$ cat src/rtl/router_port.sv
// router_port: router-side byte-link endpoint with RX deserialiser and TX serialiser FIFOs
module router_port #(
  parameter int RX_DEPTH = 4,
  parameter int TX_DEPTH = 4
) (
  input  logic        clk,
  input  logic        rst,
  input  logic        put_outbound,
  input  logic [7:0]  payload_outbound,
  output logic        free_outbound,
  output logic        put_inbound,
  output logic [7:0]  payload_inbound,
  input  logic        free_inbound,
  output logic [31:0] rx_pkt,
  output logic        rx_valid,
  input  logic        rx_ready,
  input  logic [31:0] tx_pkt,
  input  logic        tx_valid,
  output logic        tx_ready,
  output logic        proto_err
);
  localparam int RAW = $clog2(RX_DEPTH);
  localparam int TAW = $clog2(TX_DEPTH);
  localparam logic [RAW:0] RX_FULL = (RAW + 1)'(RX_DEPTH);
  localparam logic [TAW:0] TX_FULL = (TAW + 1)'(TX_DEPTH);
  typedef enum logic {RX_IDLE, RX_RECV} rx_state_t;
  typedef enum logic [1:0] {TX_IDLE, TX_SEND, TX_GAP} tx_state_t;
  rx_state_t rx_state, rx_next;
  tx_state_t tx_state, tx_next;
  logic [31:0] rx_mem [RX_DEPTH];
  logic [31:0] tx_mem [TX_DEPTH];
  logic [RAW-1:0] rx_wr, rx_rd;
  logic [TAW-1:0] tx_wr, tx_rd;
  logic [RAW:0] rx_count;
  logic [TAW:0] tx_count;
  logic [23:0] rx_shift, tx_shift;
  logic [1:0] rx_cnt, tx_cnt;
  logic put_q;
  logic [7:0] byte_q;
  logic rx_push, rx_pop, tx_push, tx_pop, err_set;
  assign free_outbound = (rx_state == RX_IDLE) & (rx_count < RX_FULL) & ~rst;
  assign rx_valid = (rx_count != '0) & ~rst;
  assign rx_pkt = rx_mem[rx_rd];
  assign rx_pop = rx_valid & rx_ready;
  assign tx_ready = (tx_count < TX_FULL) & ~rst;
  assign tx_push = tx_valid & tx_ready;
  assign put_inbound = put_q & ~rst;
  assign payload_inbound = rst ? 8'h00 : byte_q;
  // next-state decode for both link directions
  always_comb begin
    rx_next = rx_state;
    rx_push = 1'b0;
    err_set = 1'b0;
    tx_next = tx_state;
    tx_pop = 1'b0;
    if (rx_state == RX_IDLE) begin
      rx_next = (put_outbound & free_outbound) ? RX_RECV : RX_IDLE;
      err_set = put_outbound & ~free_outbound;
    end else begin
      rx_push = put_outbound & (rx_cnt == 2'd3);
      err_set = ~put_outbound;
      rx_next = (put_outbound & (rx_cnt != 2'd3)) ? RX_RECV : RX_IDLE;
    end
    if (tx_state == TX_IDLE) begin
      tx_pop = (tx_count != '0) & free_inbound;
      tx_next = tx_pop ? TX_SEND : TX_IDLE;
    end else begin
      tx_next = tx_state == TX_GAP ? TX_IDLE : (tx_cnt == 2'd3 ? TX_GAP : TX_SEND);
    end
  end
  // state registers
  always_ff @(posedge clk) begin
    if (rst) begin
      rx_state <= RX_IDLE;
      tx_state <= TX_IDLE;
    end else begin
      rx_state <= rx_next;
      tx_state <= tx_next;
    end
  end
  // RX byte assembly, RX FIFO and sticky protocol error
  always_ff @(posedge clk) begin
    if (rst) begin
      rx_wr <= '0;
      rx_rd <= '0;
      rx_count <= '0;
      rx_cnt <= 2'd0;
      rx_shift <= '0;
      proto_err <= 1'b0;
    end else begin
      if (put_outbound & (rx_state == RX_RECV | free_outbound)) begin
        rx_shift <= rx_state == RX_IDLE ? {16'h0, payload_outbound} : {rx_shift[15:0], payload_outbound};
        rx_cnt <= rx_state == RX_IDLE ? 2'd1 : rx_cnt + 2'd1;
      end
      if (rx_push) begin
        rx_mem[rx_wr] <= {rx_shift, payload_outbound};
        rx_wr <= rx_wr + 1'b1;
      end
      if (rx_pop) rx_rd <= rx_rd + 1'b1;
      if (rx_push & ~rx_pop) rx_count <= rx_count + 1'b1;
      else if (~rx_push & rx_pop) rx_count <= rx_count - 1'b1;
      if (err_set) proto_err <= 1'b1;
    end
  end
  // TX FIFO and registered byte serialiser; bytes leave one cycle after their decision edge
  always_ff @(posedge clk) begin
    if (rst) begin
      tx_wr <= '0;
      tx_rd <= '0;
      tx_count <= '0;
      tx_cnt <= 2'd0;
      tx_shift <= '0;
      put_q <= 1'b0;
      byte_q <= 8'h00;
    end else begin
      if (tx_push) begin
        tx_mem[tx_wr] <= tx_pkt;
        tx_wr <= tx_wr + 1'b1;
      end
      if (tx_pop) begin
        tx_rd <= tx_rd + 1'b1;
        put_q <= 1'b1;
        byte_q <= tx_mem[tx_rd][31:24];
        tx_shift <= tx_mem[tx_rd][23:0];
        tx_cnt <= 2'd1;
      end else if (tx_state == TX_SEND) begin
        byte_q <= tx_shift[23:16];
        tx_shift <= {tx_shift[15:0], 8'h00};
        tx_cnt <= tx_cnt + 2'd1;
      end else begin
        put_q <= 1'b0;
        byte_q <= 8'h00;
      end
      if (tx_push & ~tx_pop) tx_count <= tx_count + 1'b1;
      else if (~tx_push & tx_pop) tx_count <= tx_count - 1'b1;
    end
  end
endmodule

$ cat config.mk
export PLATFORM = sky130hd
export DESIGN_NAME = router_port
export DESIGN_NICKNAME = d
export VERILOG_FILES = /design/src/rtl/router_port.sv
export SDC_FILE = /design/constraint.sdc
export NUM_CORES = 1
export LEC_CHECK = 0
export ABC_AREA = 0
export CAP_MARGIN = 25
export CORE_MARGIN = 2
export CORE_UTILIZATION = 60
export DETAILED_ROUTE_END_ITERATION = 6
export PLACE_DENSITY = 0.81
export SKIP_CTS_REPAIR_TIMING = 1
export SYNTH_ARGS = -nofsm -noshare
export SYNTH_HDL_FRONTEND = slang
export SYNTH_SLANG_ARGS = --single-unit
$ cat constraint.sdc
create_clock -name clk -period 3.5 [get_ports clk]
set_input_delay 0.7 -clock clk [delete_from_list [all_inputs] [get_ports clk]]
set_output_delay 0.7 -clock clk [all_outputs]
set_load 0.01 [all_outputs]
==> impl_metrics.sql <==
INSERT INTO impl_metrics (metric_group, metric, value, unit) VALUES
('route', 'first_pass_iters', '5', ''),
('sta', 'setup_tns', '0', 'ns'),
('route', 'drt_first_iter_violations', '677', ''),
('die', 'die_h', '150.0', 'um'),
('yosys', 'synth_top_family_by_area', 'multiplexers', ''),
('flow_run', 'maxCapViolCount', '0', ''),
('pwr', 'power_density', '630.8', 'nW/um^2'),
('sta', 'final.setup.worst_slack', '0.2972', 'ns'),
('sta', 'setup_viol_count_final', '0', ''),
('setup_path', 'startpoint_type', 'register', ''),
('sta', 'fin_crit', '3.203', 'ns'),
('sta', 'maxSlewViolCount', '0', ''),
('setup_path', 'reg2reg_slack', '0.90', 'ns'),
('sta', 'clock.fmax', '312.2', 'MHz'),
('yosys', 'synth_seq_area_share', '73.14', '%'),
('yosys', 'synth.yosys.warnings', '0', ''),
('yosys', 'synth_edf_count', '256', ''),
('sta', 'timing.clock.skew', '0.01473', 'ns'),
('setup_path', 'critical_path_arrival', '2.50', 'ns'),
('sta', 'max-slew-margin-rel', '42.88', '%'),
('clocking', 'clk_latency', '0.51', 'ns'),
('die', 'placeableCoreArea', '20960', 'um^2'),
('pwr', 'total_power', '9.580', 'mW'),
('placement', 'hpwlAfterDp', '15.46', 'mm'),
('sta', 'unrepaired_setup_endpoints_after_global_routing', 'no', ''),
('status', 'status', 'finished, final reports clean', ''),
('yosys', 'xor_xnor_portion_of_the_synthesized_cell_area', '0.4796', '%'),
('setup_path', 'timing.critical_path.required', '2.80', 'ns'),
('die', 'fp.dieArea', '22490', 'um^2'),
('yosys', 'post-synth-top-area-fraction', '60.14', '%'),
('global_routing', 'global_route.usage.total', '23.07', '%'),
('clocking', 'htree_levels', '2', ''),
('die', 'placement_rows', '53', ''),
('final_layout', 'commonest_non_fill_non_tap_cells_in_the_layout', '256 x edfxtp_1, 89 x clkdlybuf4s50_1, 80 x dfxtp_1', ''),
('global_routing', 'antenna_violations_before_repair', '0', ''),
('sta', 'post-route-period-util', '91.51', '%'),
('yosys', 'netlist_area', '12780', 'um^2'),
('sta', 'hold_violations', '0', ''),
('sta', 'tightest_slew', '0.8568', 'ns'),
('die', 'die_x', '150.0', 'um'),
('final_layout', 'antenna_cells_inserted', '0', ''),
('global_routing', 'overflow', '0', ''),
('route', 'drcViolationCount', '0', ''),
('die', 'floorplan.io_pins', '91', ''),
('placement', 'dp_slack', '0.3604', 'ns'),
('yosys', 'fraction_of_the_mapped_netlist_area_in_compound_gates', '6.098', '%'),
('clocking', 'clock_tree_buf_depth', '3', ''),
('pwr', 'vdd_ir_drop_max', '552.5', 'uV'),
('yosys', 'netlist.top_cell.by_area', 'edfxtp_1', ''),
('yosys', 'synth.distinct_cells', '47', ''),
('route', 'vias_after_detailed_routing', '6905', ''),
('hold_path', 'min-delay-path-class', 'register to register', ''),
('final_layout', 'final_util', '72.47', '%'),
('clocking', 'tritoncts', 'built', ''),
('final_layout', 'fin_cells', '1128', ''),
('global_routing', 'first_global_vias', '7169', ''),
('yosys', 'ys_seq_elements', '339', ''),
('final_layout', 'fin_nets', '887', ''),
('clocking', 'clock_transition_time_at_the_flip_flop_clock_pins_of_the_worst_setup_and_hold_paths', '0.06', 'ns'),
('yosys', 'netlist_instances', '720', ''),
('route', 'postRouteWirelength', '25.27', 'mm'),
('route', 'post_drt_wl_per_cell', '22.40', 'um'),
('route', 'vias_per_cell', '6.121', ''),
('setup_path', 'worst-path-max-fanout', '15', ''),
('clocking', 'clock-root-buffer', 'clkbuf_16', ''),
('setup_path', 'critical_path_class', 'register to output pin', ''),
('clocking', 'number_of_sinks_handled_by_clock_tree_synthesis', '339', ''),
('yosys', 'postSynthAreaPerCell', '17.75', 'um^2'),
('placement', 'buffer_ports.inserted', '90', ''),
('placement', 'numPlacedInstances', '1065', ''),
('global_routing', 'grt_start_max_net_pins', '33', '');
-- cell usage after synthesis (all sizes together) (2+ instances only) --
cell type  number
a21oi          44
a22o            8
a311oi          9
a32o            8
a32oi           7
and2            9
and3            9
buf            24
clkbuf         17
dfxtp          83
edfxtp        256
fa              2
ha             12
inv            10
mux2i           2
mux4           64
nand2          42
nand2b          3
nand3          11
nand3b          2
nor2           10
nor2b          11
nor3           13
o21ai          38
o21bai          2
o31ai           2
or3             6
xnor2           3
xor2            4
-- sequential cells by signal (all words and copies together), names as in the netlist, 3 cells and up, named ones only --
signal,flops
rx_mem,128
tx_mem,128
rx_shift,24
tx_shift,24
byte_q,8
rx_count,3
tx_count,3
-- cells by family (layout without fill, tap and decap cells) --
logic type                 count (synthesis)  count (layout)
muxes                                     67              67
xor gates and xnor gates                   7               7
adders and majority gates                 14              14
and+or+nand+nor                          120             120
AOI/OAI and AO/OA                        122             122
buffers and inverters                     51             184
DFF                                      339             339
-- cell type report --
cell class / instances / area [um^2]
clock buffers: 49 / 1021
clock inverters: 13 / 188.9
fillers: 1246 / 5768
inverters: 10 / 37.54
multi-input cells: 330 / 3162
flip-flops and latches: 339 / 9353
well taps: 275 / 344.1
repair buffers: 112 / 1081
-- per-stage QoR --
stage | instance area, um^2 | hold slack, ns
final | 15190 | 0.4925
after global routing | 15190 | 0.5045
after CTS | 15170 | 0.4862
after detailed placement | 13960 | 0.4765
after global placement | 13960 | 0.4655
after floorplan | 12780 | 0.4318
-- report_power, final --
part	leakage, nW	internal [mW]	switching (mW)
logic	1.38	0.481	0.536
registers	3.02	4.54	0.206
clock network	0.591	2.40	1.42
total	4.99	7.42	2.16
-- routing by layer --
| metal | global-route usage (%) | routed length, um | vias to the layer above |
|---|---|---|---|
| li1 | - | - | 3069 |
| met1 | 28.47 | 9343 | 3499 |
| met2 | 41.35 | 13770 | 280 |
| met3 | 3.506 | 1401 | 57 |
| met4 | 8.632 | 751 | 0 |
| met5 | 0 | 0 | - |
-- worst paths after layout --
check	end	depth (start not counted)	start
min reg2reg	tx_shift[13]$_SDFFE_PP0P_	2	tx_shift[13]$_SDFFE_PP0P_
max	rx_pkt[11]	3	register
min	tx_shift[13]$_SDFFE_PP0P_	2	tx_shift[13]$_SDFFE_PP0P_
max reg2reg	tx_count[2]$_SDFFE_PP0P_	8	tx_count[2]$_SDFFE_PP0P_
-- critical path: stages, from the launching register on --
cell	delay, ns
dfxtp_2	0.70
buf_12	0.25
mux4_2	0.55
clkdlybuf4s50_1	0.50
Power figures use the tool's default switching activity.
